==> src/rtl/audio_sdp_scheduler_pkg.sv <==
`default_nettype none
// ============================================================================
// Module      : audio_sdp_scheduler_pkg
// Description : Shared symbol codes and state encoding for the audio SDP
//               scheduler and the audio packet inserter.
// Revision    : 1.0 - initial release
// ============================================================================
package audio_sdp_scheduler_pkg;

    // DP control symbols (9-bit, bit 8 = K flag)
    localparam logic [8:0] c_K_BS   = 9'h1BC;
    localparam logic [8:0] c_K_SS   = 9'h15C;
    localparam logic [8:0] c_K_SE   = 9'h1FD;

    // Markers stamped into lane0, first symbol, to select the packet type
    localparam logic [8:0] c_MK_AUD = 9'h155;
    localparam logic [8:0] c_MK_ATS = 9'h156;

    typedef enum logic [1:0] {
        ST_IDLE    = 2'd0,
        ST_WAIT_BS = 2'd1,
        ST_OFFSET  = 2'd2,
        ST_HOLD    = 2'd3
    } sched_state_t;

    function automatic logic is_bs(input logic [8:0] sym);
        return sym == c_K_BS;
    endfunction

endpackage
`default_nettype wire

==> src/rtl/audio_sdp_scheduler_if.sv <==
`default_nettype none
// ============================================================================
// Module      : audio_sdp_scheduler_if
// Description : Main-link stream, control and status bundle of the audio SDP
//               scheduler. master = stream source / controller side,
//               slave = scheduler side.
// Revision    : 1.0 - initial release
// ============================================================================
interface audio_sdp_scheduler_if;

    logic        channel_ready;
    logic        source_ready;
    logic        audio_enable;
    logic        sample_strobe;
    logic [71:0] in_data;
    logic [71:0] out_data;
    logic        aud_issued;
    logic        ats_issued;
    logic [1:0]  sample_level;
    logic        overflow;

    modport master (
        output channel_ready, source_ready, audio_enable, sample_strobe, in_data,
        input  out_data, aud_issued, ats_issued, sample_level, overflow
    );

    modport slave (
        input  channel_ready, source_ready, audio_enable, sample_strobe, in_data,
        output out_data, aud_issued, ats_issued, sample_level, overflow
    );

endinterface
`default_nettype wire

==> src/rtl/audio_sdp_scheduler_slot_timer.sv <==
`default_nettype none
// ============================================================================
// Module      : audio_sdp_scheduler_slot_timer
// Description : Shared offset/hold counter. A load restarts the count at 1
//               (BS seen or marker issued); run advances it. Terminal-count
//               flags report reaching the slot offset and the slot length.
// Revision    : 1.0 - initial release
// ============================================================================
module audio_sdp_scheduler_slot_timer #(
    parameter int SLOT_OFFSET = 8,
    parameter int SLOT_LEN    = 21
) (
    input  wire  clk,
    input  wire  rst,
    input  logic i_load,
    input  logic i_run,
    output logic o_offset_tc,
    output logic o_hold_tc
);

    localparam int c_CNT_MAX = (SLOT_OFFSET > SLOT_LEN) ? SLOT_OFFSET : SLOT_LEN;
    localparam int c_CNT_W   = $clog2(c_CNT_MAX + 1);

    logic [c_CNT_W-1:0] r_cnt;

    // Counter: load to 1 takes precedence over advancing
    always_ff @(posedge clk) begin
        if (rst) begin
            r_cnt <= '0;
        end else if (i_load) begin
            r_cnt <= c_CNT_W'(1);
        end else if (i_run) begin
            r_cnt <= r_cnt + 1'b1;
        end
    end

    assign o_offset_tc = (r_cnt == c_CNT_W'(SLOT_OFFSET));
    assign o_hold_tc   = (r_cnt == c_CNT_W'(SLOT_LEN));

endmodule
`default_nettype wire

==> src/rtl/audio_sdp_scheduler.sv <==
`default_nettype none
// ============================================================================
// Module      : audio_sdp_scheduler
// Description : Schedules one secondary-data-packet slot per line on the DP
//               main link. Finds BS, waits a fixed offset, arbitrates between
//               audio-stream and audio-timestamp packets, and stamps a marker
//               into lane0 for the downstream packet inserter.
// Revision    : 1.0 - initial release
// ============================================================================
module audio_sdp_scheduler
    import audio_sdp_scheduler_pkg::*;
#(
    parameter int SLOT_OFFSET = 8,
    parameter int SLOT_LEN    = 21,
    parameter int TS_PERIOD   = 512
) (
    input wire                   clk,
    input wire                   rst,
    audio_sdp_scheduler_if.slave bus
);

    localparam int c_LINE_W = $clog2(TS_PERIOD);

    sched_state_t        r_state;
    sched_state_t        w_state_nxt;
    logic [71:0]         r_out_data;
    logic                r_aud_issued;
    logic                r_ats_issued;
    logic [1:0]          r_level;
    logic                r_overflow;
    logic                r_ts_due;
    logic [c_LINE_W-1:0] r_line;

    logic                w_enable;
    logic                w_bs;
    logic                w_mk_ats;
    logic                w_mk_aud;
    logic                w_line_inc;
    logic                w_tmr_load;
    logic                w_tmr_run;
    logic                w_offset_tc;
    logic                w_hold_tc;
    logic [2:0]          w_level_sum;
    logic [1:0]          w_level_nxt;

    assign w_enable = bus.channel_ready & bus.source_ready & bus.audio_enable;
    assign w_bs     = is_bs(bus.in_data[8:0]);

    audio_sdp_scheduler_slot_timer #(
        .SLOT_OFFSET (SLOT_OFFSET),
        .SLOT_LEN    (SLOT_LEN)
    ) u_slot_timer (
        .clk         (clk),
        .rst         (rst),
        .i_load      (w_tmr_load),
        .i_run       (w_tmr_run),
        .o_offset_tc (w_offset_tc),
        .o_hold_tc   (w_hold_tc)
    );

    // State register
    always_ff @(posedge clk) begin
        if (rst) begin
            r_state <= ST_IDLE;
        end else begin
            r_state <= w_state_nxt;
        end
    end

    // Next state, slot arbitration and timer control; losing enable wins over everything
    always_comb begin
        w_state_nxt = r_state;
        w_mk_ats    = 1'b0;
        w_mk_aud    = 1'b0;
        w_line_inc  = 1'b0;
        w_tmr_load  = 1'b0;
        w_tmr_run   = 1'b0;
        if (!w_enable) begin
            w_state_nxt = ST_IDLE;
        end else begin
            case (r_state)
                ST_IDLE: begin
                    w_state_nxt = ST_WAIT_BS;
                end
                ST_WAIT_BS: begin
                    if (w_bs) begin
                        w_state_nxt = ST_OFFSET;
                        w_tmr_load  = 1'b1;
                        w_line_inc  = 1'b1;
                    end
                end
                ST_OFFSET: begin
                    if (w_bs) begin
                        // A fresh BS restarts the offset, even on the would-be marker cycle
                        w_tmr_load = 1'b1;
                        w_line_inc = 1'b1;
                    end else if (w_offset_tc) begin
                        // Timestamp first, unless the sample buffer is full
                        if (r_ts_due && (r_level != 2'd3)) begin
                            w_mk_ats = 1'b1;
                        end else if (r_level >= 2'd2) begin
                            w_mk_aud = 1'b1;
                        end
                        if (w_mk_ats || w_mk_aud) begin
                            w_state_nxt = ST_HOLD;
                            w_tmr_load  = 1'b1;
                        end else begin
                            w_state_nxt = ST_WAIT_BS;
                        end
                    end else begin
                        w_tmr_run = 1'b1;
                    end
                end
                ST_HOLD: begin
                    w_line_inc = w_bs;
                    if (w_hold_tc) begin
                        w_state_nxt = ST_WAIT_BS;
                    end else begin
                        w_tmr_run = 1'b1;
                    end
                end
                default: begin
                    w_state_nxt = ST_IDLE;
                end
            endcase
        end
    end

    // Pending-sample arithmetic with saturation at 3
    always_comb begin
        w_level_sum = {1'b0, r_level} + {2'b00, bus.sample_strobe};
        if (w_mk_aud) begin
            w_level_sum = w_level_sum - 3'd2;
        end
        w_level_nxt = w_level_sum[2] ? 2'd3 : w_level_sum[1:0];
    end

    // Stream delay with marker stamping, status pulses, level, line and timestamp tracking
    always_ff @(posedge clk) begin
        if (rst) begin
            r_out_data   <= '0;
            r_aud_issued <= 1'b0;
            r_ats_issued <= 1'b0;
            r_level      <= 2'd0;
            r_overflow   <= 1'b0;
            r_ts_due     <= 1'b0;
            r_line       <= '0;
        end else begin
            r_out_data <= bus.in_data;
            if (w_mk_ats) begin
                r_out_data[8:0] <= c_MK_ATS;
            end else if (w_mk_aud) begin
                r_out_data[8:0] <= c_MK_AUD;
            end
            r_aud_issued <= w_mk_aud;
            r_ats_issued <= w_mk_ats;
            if (bus.sample_strobe && (r_level == 2'd3) && !w_mk_aud) begin
                r_overflow <= 1'b1;
            end
            if (!w_enable) begin
                r_level  <= 2'd0;
                r_ts_due <= 1'b0;
                r_line   <= '0;
            end else begin
                r_level <= w_level_nxt;
                if (w_mk_ats) begin
                    r_ts_due <= 1'b0;
                end
                if (w_line_inc) begin
                    if (r_line == c_LINE_W'(TS_PERIOD - 1)) begin
                        r_line   <= '0;
                        r_ts_due <= 1'b1;
                    end else begin
                        r_line <= r_line + 1'b1;
                    end
                end
            end
        end
    end

    assign bus.out_data     = r_out_data;
    assign bus.aud_issued   = r_aud_issued;
    assign bus.ats_issued   = r_ats_issued;
    assign bus.sample_level = r_level;
    assign bus.overflow     = r_overflow;

endmodule
`default_nettype wire

==> src/flat_wrapper.sv <==
// flat-port wrapper written by rule: the top's interface ports become plain ports
module audio_sdp_scheduler_flat import audio_sdp_scheduler_pkg::*;
#(
    parameter int SLOT_OFFSET = 8,
    parameter int SLOT_LEN    = 21,
    parameter int TS_PERIOD   = 512
)
  (clk, rst, bus_channel_ready, bus_source_ready, bus_audio_enable, bus_sample_strobe, bus_in_data, bus_out_data, bus_aud_issued, bus_ats_issued, bus_sample_level, bus_overflow);
  audio_sdp_scheduler_if bus_i ();
  input wire clk;
  input wire rst;
  input wire logic [$bits(bus_i.channel_ready)-1:0] bus_channel_ready;
  input wire logic [$bits(bus_i.source_ready)-1:0] bus_source_ready;
  input wire logic [$bits(bus_i.audio_enable)-1:0] bus_audio_enable;
  input wire logic [$bits(bus_i.sample_strobe)-1:0] bus_sample_strobe;
  input wire logic [$bits(bus_i.in_data)-1:0] bus_in_data;
  output wire logic [$bits(bus_i.out_data)-1:0] bus_out_data;
  output wire logic [$bits(bus_i.aud_issued)-1:0] bus_aud_issued;
  output wire logic [$bits(bus_i.ats_issued)-1:0] bus_ats_issued;
  output wire logic [$bits(bus_i.sample_level)-1:0] bus_sample_level;
  output wire logic [$bits(bus_i.overflow)-1:0] bus_overflow;
  assign bus_i.channel_ready = bus_channel_ready;
  assign bus_i.source_ready = bus_source_ready;
  assign bus_i.audio_enable = bus_audio_enable;
  assign bus_i.sample_strobe = bus_sample_strobe;
  assign bus_i.in_data = bus_in_data;
  assign bus_out_data = bus_i.out_data;
  assign bus_aud_issued = bus_i.aud_issued;
  assign bus_ats_issued = bus_i.ats_issued;
  assign bus_sample_level = bus_i.sample_level;
  assign bus_overflow = bus_i.overflow;
  audio_sdp_scheduler #(.SLOT_OFFSET(SLOT_OFFSET), .SLOT_LEN(SLOT_LEN), .TS_PERIOD(TS_PERIOD)) u_core (.clk(clk), .rst(rst), .bus(bus_i));
endmodule
==> config.mk <==
export PLATFORM = sky130hd
export DESIGN_NAME = audio_sdp_scheduler_flat
export DESIGN_NICKNAME = d
export VERILOG_FILES = /design/src/rtl/audio_sdp_scheduler_pkg.sv /design/src/rtl/audio_sdp_scheduler_if.sv /design/src/rtl/audio_sdp_scheduler_slot_timer.sv /design/src/rtl/audio_sdp_scheduler.sv /design/src/flat_wrapper.sv
export SDC_FILE = /design/constraint.sdc
export NUM_CORES = 1
export LEC_CHECK = 0
export CAP_MARGIN = 20
export CELL_PAD_IN_SITES_DETAIL_PLACEMENT = 1
export CELL_PAD_IN_SITES_GLOBAL_PLACEMENT = 1
export CORE_UTILIZATION = 28
export DETAILED_ROUTE_END_ITERATION = 6
export PLACE_DENSITY_LB_ADDON = 0.1
export SLEW_MARGIN = 20
export SYNTH_ARGS = -nofsm -noshare
export SYNTH_HDL_FRONTEND = slang
export SYNTH_SLANG_ARGS = --single-unit
==> constraint.sdc <==
create_clock -name clk -period 1.8 [get_ports clk]
set_input_delay 0.45 -clock clk [delete_from_list [all_inputs] [get_ports clk]]
set_output_delay 0.45 -clock clk [all_outputs]
set_load 0.02 [all_outputs]
==> summary.log <==
INFO  cells_and_area share_of_post_route_cells_with_drive_strength_above_1=0.1755
INFO  timing         slew_margin_rel=0.7236
INFO  placement      dp_hpwl=8.273mm
INFO  power          power.clock.fraction=0.409
INFO  synthesis      synth_cell_type_count=40
INFO  synthesis      postSynthCellCount=329
INFO  timing         fin_crit_sh=0.9812
INFO  cells_and_area instances_no_fill=677
INFO  die            die_w=113.2um
INFO  cts            tritoncts_clock_tree=done
INFO  routing        routed_wire_length_per_instance=16.25um
INFO  die            floorplan.rows=40
INFO  timing         final-hold-violation-count=0
INFO  setup_path     crit_path_top_delay_cell=sky130_fd_sc_hd__or4_4
INFO  placement      placed_cells_incl_taps=657
INFO  setup_path     timing.critical_path.to_type=flip-flop
INFO  routing        firstDrtPassIters=4
INFO  global_routing overflow=0
INFO  power          vdd_drop_max=0.0004336V
INFO  cells_and_area core_util_final=0.4905
INFO  global_routing number_of_antenna_violations_at_the_first_check_in_global_routing=0
INFO  setup_path     path_cells=inv_2 -> ha_4 -> nand4_1 -> or4_4 -> and2_4 -> a31oi_1
INFO  timing         drv_slew=0
INFO  routing        totalWireLength=11.00mm
INFO  die            boundaryPins=155
INFO  power          power.density_cell_area=805.1mW/mm^2
INFO  timing         fin_tns_setup=0ns
INFO  die            die_area=0.01282sqmm
INFO  power          power_share_of_the_sequential_group=0.461
INFO  cts            clock_tree_root_buffer_cell=sky130_fd_sc_hd__clkbuf_16
INFO  status         outcome=complete, no violations
INFO  power          p_int=3.612mW
INFO  routing        drc_errors=0
INFO  synthesis      netlist_area=0.003463sqmm
INFO  routing        vias=3155
INFO  synthesis      synth.net_count=419
INFO  cts            clk_pin_slew_worst_paths=0.07ns
INFO  cts            cts_max_path_buffers=2
INFO  setup_path     path_delay_family=simple AND/OR/NAND/NOR gates
INFO  global_routing groute.usage.overall=0.1746
INFO  cells_and_area layout.nets=615
INFO  setup_path     critical_path_required=2.08ns
INFO  setup_path     highest_fanout_seen_on_the_critical_path=6
INFO  synthesis      synthesis.area_per_instance=10.53squm
INFO  routing        vias_per_cell=4.660
INFO  timing         worst_hold_check_slack=0.4543ns
INFO  synthesis      synth.yosys.seq_area_share=0.5434
INFO  power          netSwitchingFraction=0.2386
INFO  global_routing grt_pass1_wl=16.91mm
INFO  setup_path     path_buf_inv=1
INFO  synthesis      yosysWarnings=0
INFO  die            core=0.01201sqmm
INFO  routing        ant_nets=0
INFO  setup_path     critPathMaxStageDelay=0.60ns
INFO  cts            hold_buffers=0
INFO  synthesis      synth_edf_count=0
INFO  power          combinationalPowerShare=0.130
INFO  die            fp.dieH=113.2um
INFO  cells_and_area fill_cells=1351
INFO  setup_path     critical_path_startpoint_category=flip-flop
INFO  cts            clk-insertion-delay-late=0.35ns
INFO  placement      place.gp.congestion=0.7633
INFO  power          total_switching_power=1.132mW
INFO  synthesis      ys_dominant_reg_cell=sky130_fd_sc_hd__dfxtp_1
INFO  routing        drt_iter0_drc=138
INFO  synthesis      fraction_of_registers_with_async_set_or_reset_after_synthesis=0
INFO  cts            numCtsBuffers=9
INFO  power          p_leak=2.273nW
INFO  cells_and_area area_growth_syn_to_layout=70.12%
INFO  timing         max_slew.worst_pin.slew=0.4146ns
INFO  cts            htree_levels=3
INFO  timing         highest_attainable_clock_frequency=566.2MHz
INFO  cells_and_area diodes=0
INFO  timing         setup_viol=0
INFO  run            max_cap_viol_count=0
INFO  global_routing grt_max_degree=57
INFO  placement      port-buffer-count=154
INFO  cts            clock-sinks=94
INFO  timing         grt_setup_unrepaired=yes
INFO  worst_hold_path min_path_type=flip-flop to flip-flop
INFO  global_routing grt_pass1_vias=3214
INFO  die            starting_density=0.2883
INFO  setup_path     worst_ep_arrival_time=2.05ns
INFO  timing         finClkSkew=0.005269ns
INFO  timing         final_period_minus_worst_setup_slack=1.766ns
INFO  setup_path     criticalPathCategory=flip-flop to flip-flop
INFO  synthesis      synth-seq-cells=94
## registers in the layout (all words and copies together) (netlist names)
signal and count:
u_core.bus.overflow 1, u_core.r_state 2, u_core.bus.ats_issued 1, u_core.bus.sample_level 2
u_core.bus.out_data 72, u_core.bus.aud_issued 1, u_core.r_ts_due 1, u_core.r_line 9
u_core.u_slot_timer.r_cnt 5
## layout make-up
class / instances / area, sq um / share of cell area
Clock buffer: 10 / 229.0 / 0.03886
Clock inverter: 6 / 70.07 / 0.01189
Inverter: 13 / 48.80 / 0.008282
Multi-Input combinational cell: 205 / 1577 / 0.2676
Sequential cell: 94 / 1886 / 0.3200
Tap cell: 147 / 183.9 / 0.03122
Timing Repair Buffer: 202 / 1898 / 0.3221
## synthesized netlist by cell type (7+ instances only)
master | number | share of area
sky130_fd_sc_hd__o211ai_1 | 13 | 0.028
sky130_fd_sc_hd__inv_1 | 13 | 0.014
sky130_fd_sc_hd__ha_1 | 12 | 0.043
sky130_fd_sc_hd__dfxtp_1 | 94 | 0.54
sky130_fd_sc_hd__nand3_1 | 12 | 0.017
sky130_fd_sc_hd__clkbuf_1 | 16 | 0.017
sky130_fd_sc_hd__nand2_1 | 9 | 0.0098
sky130_fd_sc_hd__nor2b_1 | 63 | 0.11
sky130_fd_sc_hd__a21oi_1 | 8 | 0.012
sky130_fd_sc_hd__nor3_1 | 7 | 0.010
sky130_fd_sc_hd__mux2i_1 | 8 | 0.023
## layer usage
metal / track usage / share of wire / vias to the layer above
li1: - / - / 1556
met1: 0.1942 / 0.41 / 1482
met2: 0.3117 / 0.51 / 104
met3: 0.04392 / 0.062 / 13
met4: 0.08158 / 0.018 / 0
met5: 0 / 0 / -
## tightest hold or removal path, delay by kind of cell, from the launching register on
kind,cells,cell delay [ns]
DFF,1,0.31
buffers and inverters,1,0.05
AOI/OAI and AO/OA,1,0.05
## cells by family after synthesis
logic type                 share of synthesized area
buffers and inverters                        0.03793
muxes                                        0.02312
adders and majority gates                    0.04335
DFF                                           0.5434
AOI/OAI and AO/OA                             0.1232
and+or+nand+nor                               0.2290
## layout by cell type (no fill, tap or decap), types with 4 or more instances in the layout
cell | synthesis | layout
sky130_fd_sc_hd__dfxtp_1 | 94 | 91
sky130_fd_sc_hd__a21oi_1 | 8 | 7
sky130_fd_sc_hd__clkdlybuf4s50_1 | 0 | 140
sky130_fd_sc_hd__a211o_1 | 6 | 6
sky130_fd_sc_hd__nor3_1 | 7 | 6
sky130_fd_sc_hd__nand2_1 | 9 | 9
sky130_fd_sc_hd__and3_1 | 5 | 5
sky130_fd_sc_hd__o21a_1 | 6 | 6
sky130_fd_sc_hd__o211ai_1 | 13 | 13
sky130_fd_sc_hd__inv_1 | 13 | 11
sky130_fd_sc_hd__nand3_1 | 12 | 12
sky130_fd_sc_hd__dlygate4sd2_1 | 0 | 9
sky130_fd_sc_hd__nor2b_1 | 63 | 63
sky130_fd_sc_hd__clkbuf_16 | 0 | 9
sky130_fd_sc_hd__mux2i_1 | 8 | 8
sky130_fd_sc_hd__buf_4 | 0 | 47
sky130_fd_sc_hd__or4_4 | 1 | 4
sky130_fd_sc_hd__nand4_1 | 4 | 4
sky130_fd_sc_hd__ha_1 | 12 | 7
## metrics by stage
stage          total power, mW  cell area (sq um)  setup slack (ns)
6_report                 4.744               5892           0.03380
2_1_floorplan            2.455               3473          -0.06373
4_1_cts                  4.820               5826          0.001952
3_3_place_gp             2.847               5460           -0.5822
3_5_place_dp             2.858               5460           -0.7106
5_1_grt                  4.939               5892          -0.04956
## power by group through the flow
| stage | Sequential (mW) | Combinational (mW) | Clock (mW) |
|---|---|---|---|
| floorplan | 2.35 | 0.108 | 0 |
| detailed placement | 2.24 | 0.621 | 0 |
| finish | 2.19 | 0.616 | 1.94 |
| global route | 2.19 | 0.654 | 2.09 |
| CTS | 2.19 | 0.624 | 2.01 |
| global placement | 2.23 | 0.614 | 0 |
## path summary, 6_finish.rpt
path,start,end,slack [ns],cells past startpoint
worst max-delay path,u_core.r_state[1],u_core.u_slot_timer.r_cnt[0],0.03,6
worst min-delay path,u_core.bus.overflow,u_core.bus.overflow,0.45,2
worst max register to register,u_core.r_state[1],u_core.u_slot_timer.r_cnt[0],0.03,6
worst min register to register,u_core.bus.overflow,u_core.bus.overflow,0.45,2
## timing repair
item / in CTS / in global routing
pin swaps: 5 / 4
setup buffers: 3 / 1
resized for setup: 26 / 18
endpoints found under the setup margin: 28 / 14
gates cloned: 1 / 0
Power figures use the tool's default switching activity.
